==> src/rtl/ad_align_ctrl.sv <==
// ad_align_ctrl: read-side sequencer for NCH parallel ADC CDC FIFOs.
// Flushes the FIFOs, lets the write side settle, waits for every channel to
// reach START_LVL, then releases one common read enable with a sync pulse.
// Faults while streaming are counted and trigger an automatic realign.
// Optional build macro: AD_ALIGN_SKEW_CHK_EN adds a registered level-spread check.
module ad_align_ctrl #(
    parameter int unsigned NCH        = 2,
    parameter int unsigned LVL_W      = 10,
    parameter int unsigned START_LVL  = 10,
    parameter int unsigned LOW_LVL    = 2,
    parameter int unsigned FLUSH_CYC  = 4,
    parameter int unsigned SETTLE_CYC = 32,
    parameter int unsigned SKEW_MAX   = 4
) (
    input  logic               i_ad_gclk,
    input  logic               rst_n,
    input  logic               i_enable,
    input  logic               i_realign,
    input  logic [NCH*LVL_W-1:0] i_ff_rdusedw,
    input  logic [NCH-1:0]     i_ff_empty,
    input  logic [NCH-1:0]     i_ff_full,
    output logic               o_ff_aclr,
    output logic               o_ff_rden,
    output logic               o_dout_vl,
    output logic               o_sync_out,
    output logic               o_locked,
    output logic [2:0]         o_state,
    output logic [15:0]        o_err_cnt,
    output logic               o_skew_err
);

    localparam int unsigned CntMax = (FLUSH_CYC > SETTLE_CYC) ? FLUSH_CYC : SETTLE_CYC;
    localparam int unsigned CntW   = $clog2(CntMax + 1);

    localparam logic [CntW-1:0]  FlushLast  = CntW'(FLUSH_CYC - 1);
    localparam logic [CntW-1:0]  SettleLast = CntW'(SETTLE_CYC - 1);
    localparam logic [LVL_W-1:0] StartLvl   = LVL_W'(START_LVL);
    localparam logic [LVL_W-1:0] LowLvl     = LVL_W'(LOW_LVL);

    typedef enum logic [2:0] {
        StIdle   = 3'd0,
        StFlush  = 3'd1,
        StSettle = 3'd2,
        StFill   = 3'd3,
        StRun    = 3'd4,
        StError  = 3'd5
    } state_e;

    state_e          state_q, state_d;
    logic [CntW-1:0] cnt_q, cnt_d;
    logic            cnt_restart;
    logic            aclr_q, aclr_d;
    logic            rden_q, rden_d;
    logic            vl_q;
    logic            sync_q, sync_d;
    logic            locked_q, locked_d;
    logic [15:0]     err_q, err_d;
    logic            skew_err_q, skew_err_d;
    logic            all_ready, any_low, skew_fault, run_fault;

    // Per-channel level scan: readiness for FILL and underrun for RUN
    always_comb begin
        all_ready = 1'b1;
        any_low   = 1'b0;
        for (int k = 0; k < NCH; k++) begin
            logic [LVL_W-1:0] lvl;
            lvl = i_ff_rdusedw[k*LVL_W +: LVL_W];
            if (lvl < StartLvl) all_ready = 1'b0;
            if (lvl < LowLvl)   any_low   = 1'b1;
        end
    end

`ifdef AD_ALIGN_SKEW_CHK_EN
    localparam logic [LVL_W-1:0] SkewMax = LVL_W'(SKEW_MAX);

    logic [LVL_W-1:0] lvl_max_d, lvl_min_d, lvl_max_q, lvl_min_q;

    // Max/min compare tree over all channel levels
    always_comb begin
        lvl_max_d = i_ff_rdusedw[LVL_W-1:0];
        lvl_min_d = i_ff_rdusedw[LVL_W-1:0];
        for (int k = 1; k < NCH; k++) begin
            if (i_ff_rdusedw[k*LVL_W +: LVL_W] > lvl_max_d) lvl_max_d = i_ff_rdusedw[k*LVL_W +: LVL_W];
            if (i_ff_rdusedw[k*LVL_W +: LVL_W] < lvl_min_d) lvl_min_d = i_ff_rdusedw[k*LVL_W +: LVL_W];
        end
    end

    // Register the extremes; the spread check then lags the levels by one cycle
    always_ff @(posedge i_ad_gclk or negedge rst_n) begin
        if (!rst_n) begin
            lvl_max_q <= '0;
            lvl_min_q <= '0;
        end else begin
            lvl_max_q <= lvl_max_d;
            lvl_min_q <= lvl_min_d;
        end
    end

    assign skew_fault = ((lvl_max_q - lvl_min_q) > SkewMax);
    assign skew_err_d = skew_err_q | ((state_q == StRun) && skew_fault);
`else
    assign skew_fault = 1'b0;
    assign skew_err_d = 1'b0;
`endif

    assign run_fault = any_low | (|i_ff_empty) | (|i_ff_full) | skew_fault;

    // Next-state: enable drop beats realign, realign beats normal flow
    always_comb begin
        state_d     = state_q;
        cnt_restart = 1'b0;
        if (!i_enable) begin
            state_d = StIdle;
        end else if (i_realign && (state_q != StIdle)) begin
            state_d     = StFlush;
            cnt_restart = 1'b1;
        end else begin
            unique case (state_q)
                StIdle:   state_d = StFlush;
                StFlush:  if (cnt_q == FlushLast) state_d = StSettle;
                StSettle: if (cnt_q == SettleLast) state_d = StFill;
                StFill:   if (all_ready) state_d = StRun;
                StRun:    if (run_fault) state_d = StError;
                StError:  state_d = StFlush;
                default:  state_d = StIdle;
            endcase
        end
    end

    // Phase counter and registered-output next values, all decoded from state_d
    always_comb begin
        cnt_d = cnt_q;
        if (cnt_restart || (state_d != state_q)) begin
            cnt_d = '0;
        end else if ((state_q == StFlush) || (state_q == StSettle)) begin
            cnt_d = cnt_q + CntW'(1);
        end
        aclr_d   = (state_d == StFlush);
        rden_d   = (state_d == StRun);
        locked_d = (state_d == StRun);
        sync_d   = (state_d == StRun) && (state_q != StRun);
        err_d    = err_q;
        if ((state_d == StError) && (state_q != StError) && (err_q != 16'hFFFF)) begin
            err_d = err_q + 16'd1;
        end
    end

    // State and output registers; async reset clears everything
    always_ff @(posedge i_ad_gclk or negedge rst_n) begin
        if (!rst_n) begin
            state_q    <= StIdle;
            cnt_q      <= '0;
            aclr_q     <= 1'b0;
            rden_q     <= 1'b0;
            vl_q       <= 1'b0;
            sync_q     <= 1'b0;
            locked_q   <= 1'b0;
            err_q      <= '0;
            skew_err_q <= 1'b0;
        end else begin
            state_q    <= state_d;
            cnt_q      <= cnt_d;
            aclr_q     <= aclr_d;
            rden_q     <= rden_d;
            vl_q       <= rden_q;
            sync_q     <= sync_d;
            locked_q   <= locked_d;
            err_q      <= err_d;
            skew_err_q <= skew_err_d;
        end
    end

    assign o_ff_aclr  = aclr_q;
    assign o_ff_rden  = rden_q;
    assign o_dout_vl  = vl_q;
    assign o_sync_out = sync_q;
    assign o_locked   = locked_q;
    assign o_state    = state_q;
    assign o_err_cnt  = err_q;
    assign o_skew_err = skew_err_q;

endmodule
==> config.mk <==
export PLATFORM = sky130hd
export DESIGN_NAME = ad_align_ctrl
export DESIGN_NICKNAME = d
export VERILOG_FILES = /design/src/rtl/ad_align_ctrl.sv
export SDC_FILE = /design/constraint.sdc
export NUM_CORES = 1
export LEC_CHECK = 0
export ABC_AREA = 1
export CORE_AREA = 2 2 77 79
export DETAILED_ROUTE_END_ITERATION = 8
export DIE_AREA = 0 0 79 81
export GPL_TIMING_DRIVEN = 0
export HOLD_SLACK_MARGIN = 0.08
export SLEW_MARGIN = 20
export SYNTH_ARGS = -nofsm -noshare
export SYNTH_HDL_FRONTEND = slang
export SYNTH_SLANG_ARGS = --single-unit
==> constraint.sdc <==
create_clock -name i_ad_gclk -period 1.7 [get_ports i_ad_gclk]
set_input_delay 0.17 -clock i_ad_gclk [delete_from_list [all_inputs] [get_ports i_ad_gclk]]
set_output_delay 0.17 -clock i_ad_gclk [all_outputs]
set_load 0.02 [all_outputs]
==> results of run 1 <==
-- layer usage --
metal,share of wire,GRT usage,vias to the layer above
met5,0,0,-
met4,0.021,0.0672,0
met3,0.059,0.0378,11
met2,0.50,0.283,68
met1,0.42,0.190,872
li1,-,-,966
-- through the flow --
step / power (W) / cells / hold slack [ns] / cell area [um2]
final: 0.00148 / 410 / 0.402 / 2900
after global routing: 0.00155 / 410 / 0.436 / 2900
after CTS: 0.00149 / 404 / 0.410 / 2750
after detailed placement: 0.000892 / 383 / 0.243 / 2480
after global placement: 0.000891 / 383 / 0.386 / 2480
after floorplan: 0.000798 / 259 / -0.126 / 1900
-- worst paths after layout --
check	endpoint	slack (ns)	depth (start not counted)
setup / recovery	o_err_cnt[10]$_DFFE_PN0P_	-0.06	11
max in group asynchronous	o_state[2]$_DFF_PN0_	0.78	2
hold / removal	o_dout_vl$_DFF_PN0_	0.40	0
min in group asynchronous	o_err_cnt[5]$_DFFE_PN0P_	0.44	2
setup reg to reg	o_err_cnt[10]$_DFFE_PN0P_	-0.06	11
hold reg to reg	o_dout_vl$_DFF_PN0_	0.40	0
-- worst max-delay path: cells and delay by family (launching register included) --
| kind | cells | cell delay [ns] |
|---|---|---|
| simple gates | 10 | 0.97 |
| flops | 1 | 0.50 |
| buf+inv | 1 | 0.16 |
-- area by class of cell --
class / instances / share of cell area
sequential: 29 / 0.252
timing repair buffer: 68 / 0.229
multi-input combinational: 196 / 0.401
buffer: 5 / 0.0155
inverter: 29 / 0.0401
tap: 75 / 0.0324
clock buffer: 5 / 0.0237
clock inverter: 3 / 0.00604
-- flip-flops by register name, indices dropped and copies added (netlist names) --
register and flops:
cnt_q 6, o_dout_vl 1, o_err_cnt 16, o_ff_aclr 1, o_locked 1, o_state 3, o_sync_out 1
-- power by group --
group | switching [W] | leakage [nW] | internal [W]
clock | 0.000278 | 0.0439 | 0.000282
combinational | 0.0000985 | 0.895 | 0.000107
sequential | 0.00000966 | 0.393 | 0.000700
total | 0.000386 | 1.33 | 0.00109
-- cell families after synthesis --
kind of cell | count (synthesis) | synth area share
compound gates | 5 | 0.0145
other cells | 1 | 0.00198
buf+inv | 34 | 0.0806
fa+ha+maj | 2 | 0.0132
simple gates | 169 | 0.418
mux | 1 | 0.00529
xor+xnor | 18 | 0.0833
flops | 29 | 0.383
-- repair_timing --
item                                    4_1_cts  5_1_grt
pin swaps                                    12       19
endpoints found under the setup margin       21       23
hold endpoints to repair                     29        0
setup buffers                                11        5
hold buffers                                  1        0
gates resized for setup                      20       34
gates cloned                                  1        1
-- synth_stat cells --
| cell type | count | area (um2) |
|---|---|---|
| o21bai_1 | 1 | 7.51 |
| nor2_1 | 39 | 146 |
| nor4_1 | 1 | 6.26 |
| mux2i_1 | 1 | 10.0 |
| dfrtp_1 | 29 | 726 |
| o21ai_0 | 2 | 10.0 |
| nand3_1 | 31 | 155 |
| nand4_4 | 1 | 21.3 |
| nor3_1 | 7 | 35.0 |
| clkinv_2 | 1 | 5.00 |
| buf_4 | 2 | 15.0 |
| o21ai_1 | 1 | 5.00 |
| nand2_2 | 4 | 25.0 |
| nor3_2 | 3 | 30.0 |
| xnor2_1 | 7 | 61.3 |
| conb_1 | 1 | 3.75 |
| nand2_4 | 1 | 11.3 |
| inv_1 | 24 | 90.1 |
| nor2_4 | 2 | 22.5 |
| xor2_1 | 11 | 96.3 |
| nand4_1 | 3 | 18.8 |
| buf_2 | 1 | 5.00 |
| buf_6 | 2 | 22.5 |
| nand3_2 | 2 | 20.0 |
| nand4_2 | 1 | 12.5 |
| inv_2 | 4 | 15.0 |
| a21oi_1 | 1 | 5.00 |
| nand3b_1 | 1 | 7.51 |
| nand2_1 | 71 | 267 |
| nor2_2 | 2 | 12.5 |
| ha_1 | 2 | 25.0 |
==> flow_metrics.tcl, run 1 <==
set metrics [dict create \
    outcome "complete, but fails checks" \
    violations "setup timing" \
    clock_latency_ns 0.29 \
    syn_to_final_growth_pct 53.2 \
    dieArea_um2 6400 \
    period_share 1.04 \
    min_period_ns 1.76 \
    io_pins 53 \
    clock-root-buffer "clkbuf_8" \
    postSynthCellCount 259 \
    multi_input_area_um2 1160 \
    fillers 551 \
    r2r_start "o_state[1]$_DFF_PN0_" \
    first_pass_iters 4 \
    via_per_inst 4.68 \
    path_clk_slew_ns 0.06 \
    port_buffers 49 \
    yosysSeqAreaShare 0.383 \
    crit_fanout 8 \
    rsz0062_at_grt "yes" \
    required_ns 1.87 \
    power.density_nw_per_um2 509 \
    worst_slack_ns -0.0650 \
    setup_tns_ns -0.851 \
    grt.overflow.total 0 \
    finalHoldViolations 0 \
    dp_slack_ns -0.358 \
    drive_gt1_frac 0.266 \
    final_net_count 364 \
    cts_tree "done" \
    crit_top_cell "nand2_1" \
    tightest_slew_ns 0.657 \
    start_util 0.334 \
    regArea_um2 732 \
    synth_cell_types 31 \
    drc 0 \
    cts_num_sinks 29 \
    gp_congestion 0.810 \
    peakVddDrop_mv 0.509 \
    finalSetupViolCount 15 \
    row_count 28 \
    worstHoldStart "o_locked$_DFF_PN0_" \
    crit_path_start_kind "flip-flop" \
    numCtsBuffers 5 \
    grt_pass1_vias 1865 \
    fmax_mhz 567 \
    totalWireLength_mm 4.88 \
    n_antenna_cell 0 \
    cp_slowest_cell "dfrtp_2" \
    drtIter0Drc 57 \
    avgSynthCellArea_um2 7.31 \
    cts.htree.levels 2 \
    skew_ns 0.00857 \
    post-route-util 0.511 \
    ys_ff_latch 29 \
    drv_cap 0 \
    grt_pass1_wl_mm 8.16 \
    mostFrequentLayoutCell "nand2_1" \
    die_y_um 81 \
    drtAntennaViolNets 0 \
    clockBufferDepth 2 \
    layout_common_cells "nand2_1, clkdlybuf4s50_1, nand3_1, nor2_1, dfrtp_1" \
    p_leak_nw 1.33 \
    worst_path_largest_cell_delay_ns 0.50 \
    yosys_warnings 0 \
    syn-cell-area_um2 1890 \
    slew_headroom 0.562 \
    die_x_um 79 \
    slew_violations 0 \
    vias 1917 \
    crit_arrival_ns 1.94 \
    grt_use_total 0.161 \
    cp-end-kind "flip-flop" \
    antenna_found_initial 0 \
    post_drt_wl_per_cell_um 11.9 \
    crit_start "o_state[1]$_DFF_PN0_" \
    core_um2 5680 \
    crit_chain "nor3_4, nand2_1, nand2_2, nor2_4, nand2_2, nor2_2, nor2_4, nand4_4, buf_12, nand2_1, nand2_1" \
    synthesis.nets 289 \
    hold_path_class "reg -> reg" \
    grt_max_degree 30 \
    path_class "reg -> reg" \
    dpl.hpwl_mm 3.25 \
]
Power figures use the tool's default switching activity.
==> run 2, diff against run 1 <==
SLEW_MARGIN = 0   (was 20)
==> flow_metrics.tcl, run 2 (synthesis results as in run 1) <==
set metrics [dict create \
    n_antenna_cell 0 \
    peakVddDrop_mv 0.501 \
    grt_use_total 0.167 \
    syn_to_final_growth_pct 52.1 \
    layout_common_cells "nand2_1, clkdlybuf4s50_1, nor2_1, nand3_1" \
    violations "setup timing" \
    finalInstanceArea_um2 2880 \
    io_pins 53 \
    clock_power_share 0.382 \
    clockBufferDepth 2 \
    switching_share 0.262 \
    fmax_mhz 570 \
    die_x_um 79 \
    r2r_slack_ns -0.05 \
    p_leak_nw 1.33 \
    hold_path_class "reg -> reg" \
    clock_latency_ns 0.29 \
    slew_headroom 0.567 \
    drtAntennaViolNets 0 \
    port_buffers 49 \
    grt.overflow.total 0 \
    path_clk_slew_ns 0.06 \
    final_net_count 364 \
    vias 1919 \
    fillers 549 \
    power.density_nw_per_um2 512 \
    dieArea_um2 6400 \
    finalSetupViolCount 15 \
    worstHoldStart "o_locked$_DFF_PN0_" \
    place_area_um2 2480 \
    post_drt_wl_per_cell_um 12.2 \
    grt_pass1_wl_mm 8.41 \
    cts.htree.levels 2 \
    slew_violations 0 \
    skew_ns 0.00605 \
    gp_congestion 0.810 \
    worstHoldEndpoint "o_dout_vl$_DFF_PN0_" \
    p_int_w 0.00109 \
    drive_gt1_frac 0.251 \
    rsz0062_at_grt "yes" \
    whs_path_depth 0 \
    outcome "complete, but fails checks" \
    drv_cap 0 \
    crit_fanout 5 \
    cts_num_sinks 29 \
    tightest_slew_ns 0.649 \
    dpl.hpwl_mm 3.27 \
    row_count 28 \
    mostFrequentLayoutCell "nand2_1" \
    required_ns 1.88 \
    cts_tree "done" \
    largest_reg_flops 16 \
    cp-end-kind "flip-flop" \
    core_um2 5680 \
    pwr-share-comb 0.137 \
    drtIter0Drc 73 \
    crit_path_start_kind "flip-flop" \
    r2r_end "o_err_cnt[6]$_DFFE_PN0P_" \
    post-route-util 0.507 \
    grt_max_degree 30 \
    die_y_um 81 \
    grt_pass1_vias 1885 \
    first_pass_iters 5 \
    path_class "reg -> reg" \
    reg2regPathDepth 12 \
    crit_arrival_ns 1.93 \
    worst_slack_ns -0.0539 \
    min_period_ns 1.75 \
    power_frac_seq 0.481 \
    finalHoldViolations 0 \
    clock-root-buffer "clkbuf_8" \
    totalWireLength_mm 5.02 \
    p_sw_w 0.000387 \
    r2r_start "o_state[2]$_DFF_PN0_" \
    drc 0 \
    period_share 1.03 \
    start_util 0.334 \
    via_per_inst 4.68 \
    antenna_found_initial 0 \
    numCtsBuffers 5 \
]
-- run 2: changes by cell type in the layout (fill, tap and decap cells not counted), moves of 2 or more --
cell and delta:
nand2_2 -4, buf_6 +2, nor2_1 +3, nand2_1 +4
nor2_2 -2
-- run 2: worst max-delay path, stage by stage, from the launching register on --
cell     delay [ns]
dfrtp_2        0.47
inv_4          0.09
buf_6          0.09
nand3_4        0.10
nor3_4         0.14
nor2_2         0.08
nand2_1        0.08
nor2_2         0.05
nor2_4         0.12
nand4_4        0.14
buf_6          0.17
nand2_1        0.05
nand2_1        0.05
-- run 2: routing by layer --
layer	global-route usage	vias to the layer above	share of wire
met5	0	-	0
met4	0.0741	0	0.027
met3	0.0367	16	0.047
met2	0.288	59	0.50
met1	0.202	870	0.42
li1	-	974	-
-- run 2: power groups by stage --
stage / combinational (W) / sequential, W / clock (W)
3_5_place_dp: 0.000171 / 0.000722 / 0
5_1_grt: 0.000225 / 0.000711 / 0.000624
3_3_place_gp: 0.000169 / 0.000722 / 0
4_1_cts: 0.000194 / 0.000710 / 0.000591
2_1_floorplan: 0.0000709 / 0.000727 / 0
6_report: 0.000202 / 0.000710 / 0.000563
-- run 2: stage by stage --
step	std cells	total power, W	hold WS [ns]	setup TNS, ns	setup slack, ns
floorplan	259	0.000798	-0.126	0	0.0104
global placement	383	0.000891	0.386	-7.55	-0.330
detailed placement	383	0.000894	0.389	-9.36	-0.361
CTS	402	0.00149	0.403	-0.0312	-0.0113
global route	410	0.00156	0.423	-3.28	-0.183
finish	410	0.00148	0.398	-0.593	-0.0539
-- run 2: cell type report --
type | instances | area [um2] | area share
inverters | 29 | 116 | 0.0404
well taps | 75 | 93.8 | 0.0326
plain buffers | 5 | 45.0 | 0.0156
multi-input cells | 196 | 1150 | 0.398
flip-flops and latches | 29 | 733 | 0.255
repair buffers | 68 | 659 | 0.229
clock buffers | 5 | 68.8 | 0.0239
clock inverters | 3 | 17.5 | 0.00608
-- run 2: timing repair --
item                                    in CTS  in global routing
pin swaps                                   11                 14
cloned                                       1                  1
hold buffers                                 0                  1
buffers inserted                            10                  6
resized for setup                           27                 23
endpoints found under the setup margin      21                 23
hold endpoints to repair                     0                 29
-- run 2: how the worst max path moves through the flow --
stage | to | start | slack (ns)
6_report | o_err_cnt[6]$_DFFE_PN0P_ | o_state[2]$_DFF_PN0_ | -0.05
5_1_grt | o_err_cnt[13]$_DFFE_PN0P_ | o_state[1]$_DFF_PN0_ | -0.18
4_1_cts | o_err_cnt[6]$_DFFE_PN0P_ | o_state[0]$_DFF_PN0_ | -0.01
3_5_place_dp | o_err_cnt[4]$_DFFE_PN0P_ | i_ff_rdusedw[14] | -0.36
3_3_place_gp | o_err_cnt[4]$_DFFE_PN0P_ | i_ff_rdusedw[14] | -0.33
2_1_floorplan | o_err_cnt[15]$_DFFE_PN0P_ | o_err_cnt[2]$_DFFE_PN0P_ | 0.01
==> run 3, diff against run 2 <==
PLACE_DENSITY_LB_ADDON = 0.15   (was not set)
==> flow_metrics.tcl, run 3 (synthesis results as in run 1) <==
set metrics [dict create \
    finalSetupViolCount 16 \
    drtAntennaViolNets 0 \
    outcome "complete, but fails checks" \
    worst_path_largest_cell_delay_ns 0.48 \
    violations "setup timing" \
    crit_chain "inv_4, nand2_1, nor2_2, inv_1, o21ai_2, nand2_2, clkinv_4, nand4_4, buf_6, nand2_1, nand2_1" \
    skew_ns 0.00483 \
    drive_gt1_frac 0.275 \
    totalWireLength_mm 4.81 \
    period_share 1.02 \
    min_period_ns 1.73 \
    post-route-util 0.514 \
    core_um2 5680 \
    cts_tree "done" \
    vias 1852 \
    slew_headroom 0.570 \
    power.density_nw_per_um2 499 \
    tightest_slew_ns 0.645 \
    path_class "reg -> reg" \
    antenna_found_initial 0 \
    cp_slowest_cell "dfrtp_2" \
    grt_pass1_wl_mm 8.11 \
    die_y_um 81 \
    layout_common_cells "nand2_1, clkdlybuf4s50_1, nor2_1, nand3_1" \
    crit_top_cell "nand2_1" \
    grt_use_total 0.161 \
    grt_pass1_vias 1848 \
    r2r_slack_ns -0.03 \
    row_count 28 \
    syn_to_final_growth_pct 54.1 \
    largest_reg_flops 16 \
    dpl.hpwl_mm 3.37 \
    die_x_um 79 \
    gp_congestion 0.812 \
    grt_max_degree 30 \
    via_per_inst 4.52 \
    reg2regPathDepth 11 \
    clockBufferDepth 2 \
    slew_violations 0 \
    crit_path_start_kind "flip-flop" \
    post_drt_wl_per_cell_um 11.7 \
    cp-end-kind "flip-flop" \
    path_delay_family "simple AND/OR/NAND/NOR gates" \
    dp_slack_ns -0.328 \
    critPathBufInv 4 \
    worst_slack_ns -0.0326 \
    drc 0 \
    mostFrequentLayoutCell "nand2_1" \
    start_util 0.334 \
    final_net_count 364 \
    first_pass_iters 4 \
    cts_num_sinks 29 \
    finalInstanceArea_um2 2920 \
    numCtsBuffers 5 \
    dieArea_um2 6400 \
    n_antenna_cell 0 \
    crit_arrival_ns 1.90 \
    io_pins 53 \
    clock-root-buffer "clkbuf_8" \
    cts.htree.levels 2 \
    p_leak_nw 1.31 \
    rsz0062_at_grt "yes" \
    hold_path_class "reg -> reg" \
    cp_num_cells 11 \
    peakVddDrop_mv 0.432 \
    clock_latency_ns 0.28 \
    port_buffers 49 \
    drtIter0Drc 74 \
    drv_cap 0 \
    grt.overflow.total 0 \
    fmax_mhz 577 \
    finalHoldViolations 0 \
    required_ns 1.87 \
    crit_fanout 5 \
    whs_path_depth 0 \
    place_area_um2 2480 \
    path_clk_slew_ns 0.06 \
]
-- run 3: cell types whose count changed in the layout (fill, tap and decap cells not counted), moves of 2 or more --
cell | previous run | this run
buf_6 | 9 | 5
nand2_2 | 10 | 18
nor2_2 | 9 | 11
nand2_1 | 64 | 53
nand2_4 | 2 | 5
buf_4 | 14 | 17
ha_2 | 2 | 0
-- run 3: worst paths after layout --
check | startpoint | endpoint
worst max-delay path | o_state[2]$_DFF_PN0_ | o_err_cnt[6]$_DFFE_PN0P_
worst min-delay path | o_locked$_DFF_PN0_ | o_dout_vl$_DFF_PN0_
worst max register to register | o_state[2]$_DFF_PN0_ | o_err_cnt[6]$_DFFE_PN0P_
worst min register to register | o_locked$_DFF_PN0_ | o_dout_vl$_DFF_PN0_
max in group asynchronous | rst_n | o_state[2]$_DFF_PN0_
min in group asynchronous | rst_n | o_err_cnt[3]$_DFFE_PN0P_
-- run 3: where the power goes --
| group | switching [W] | total [W] | internal, W |
|---|---|---|---|
| logic | 0.0000968 | 0.000203 | 0.000106 |
| registers | 0.0000136 | 0.000714 | 0.000701 |
| clock network | 0.000257 | 0.000540 | 0.000283 |
-- run 3: repair_timing --
action | CTS | global route
hold endpoints to repair | 0 | 29
pin swaps | 9 | 7
gates cloned | 2 | 0
setup buffers | 15 | 1
hold buffers | 0 | 1
resized for setup | 28 | 29
endpoints found under the setup margin | 21 | 24
-- run 3: routing by layer --
layer / track usage / routed length [um] / up-vias
li1: - / - / 966
met1: 0.184 / 2100 / 846
met2: 0.297 / 2490 / 31
met3: 0.0367 / 152 / 9
met4: 0.0500 / 74 / 0
met5: 0 / 0 / -
-- run 3: area by class of cell --
| type | count | area, um2 |
|---|---|---|
| Fill cell | 582 | 2760 |
| Multi-Input combinational cell | 196 | 1190 |
| Sequential cell | 29 | 732 |
| Timing Repair Buffer | 68 | 657 |
| Inverter | 29 | 119 |
| Tap cell | 75 | 93.8 |
| Clock buffer | 6 | 72.6 |
| Buffer | 5 | 45.0 |
| Clock inverter | 2 | 10.0 |
-- run 3: per-stage QoR --
step                hold slack, ns  std cells  total power, W  TNS [ns]
finish                       0.408        410         0.00146    -0.364
global route                 0.436        410         0.00153     -3.21
CTS                          0.416        408         0.00146   -0.0101
detailed placement           0.397        383        0.000894     -7.56
global placement             0.392        383        0.000892     -7.53
floorplan                   -0.126        259        0.000798         0
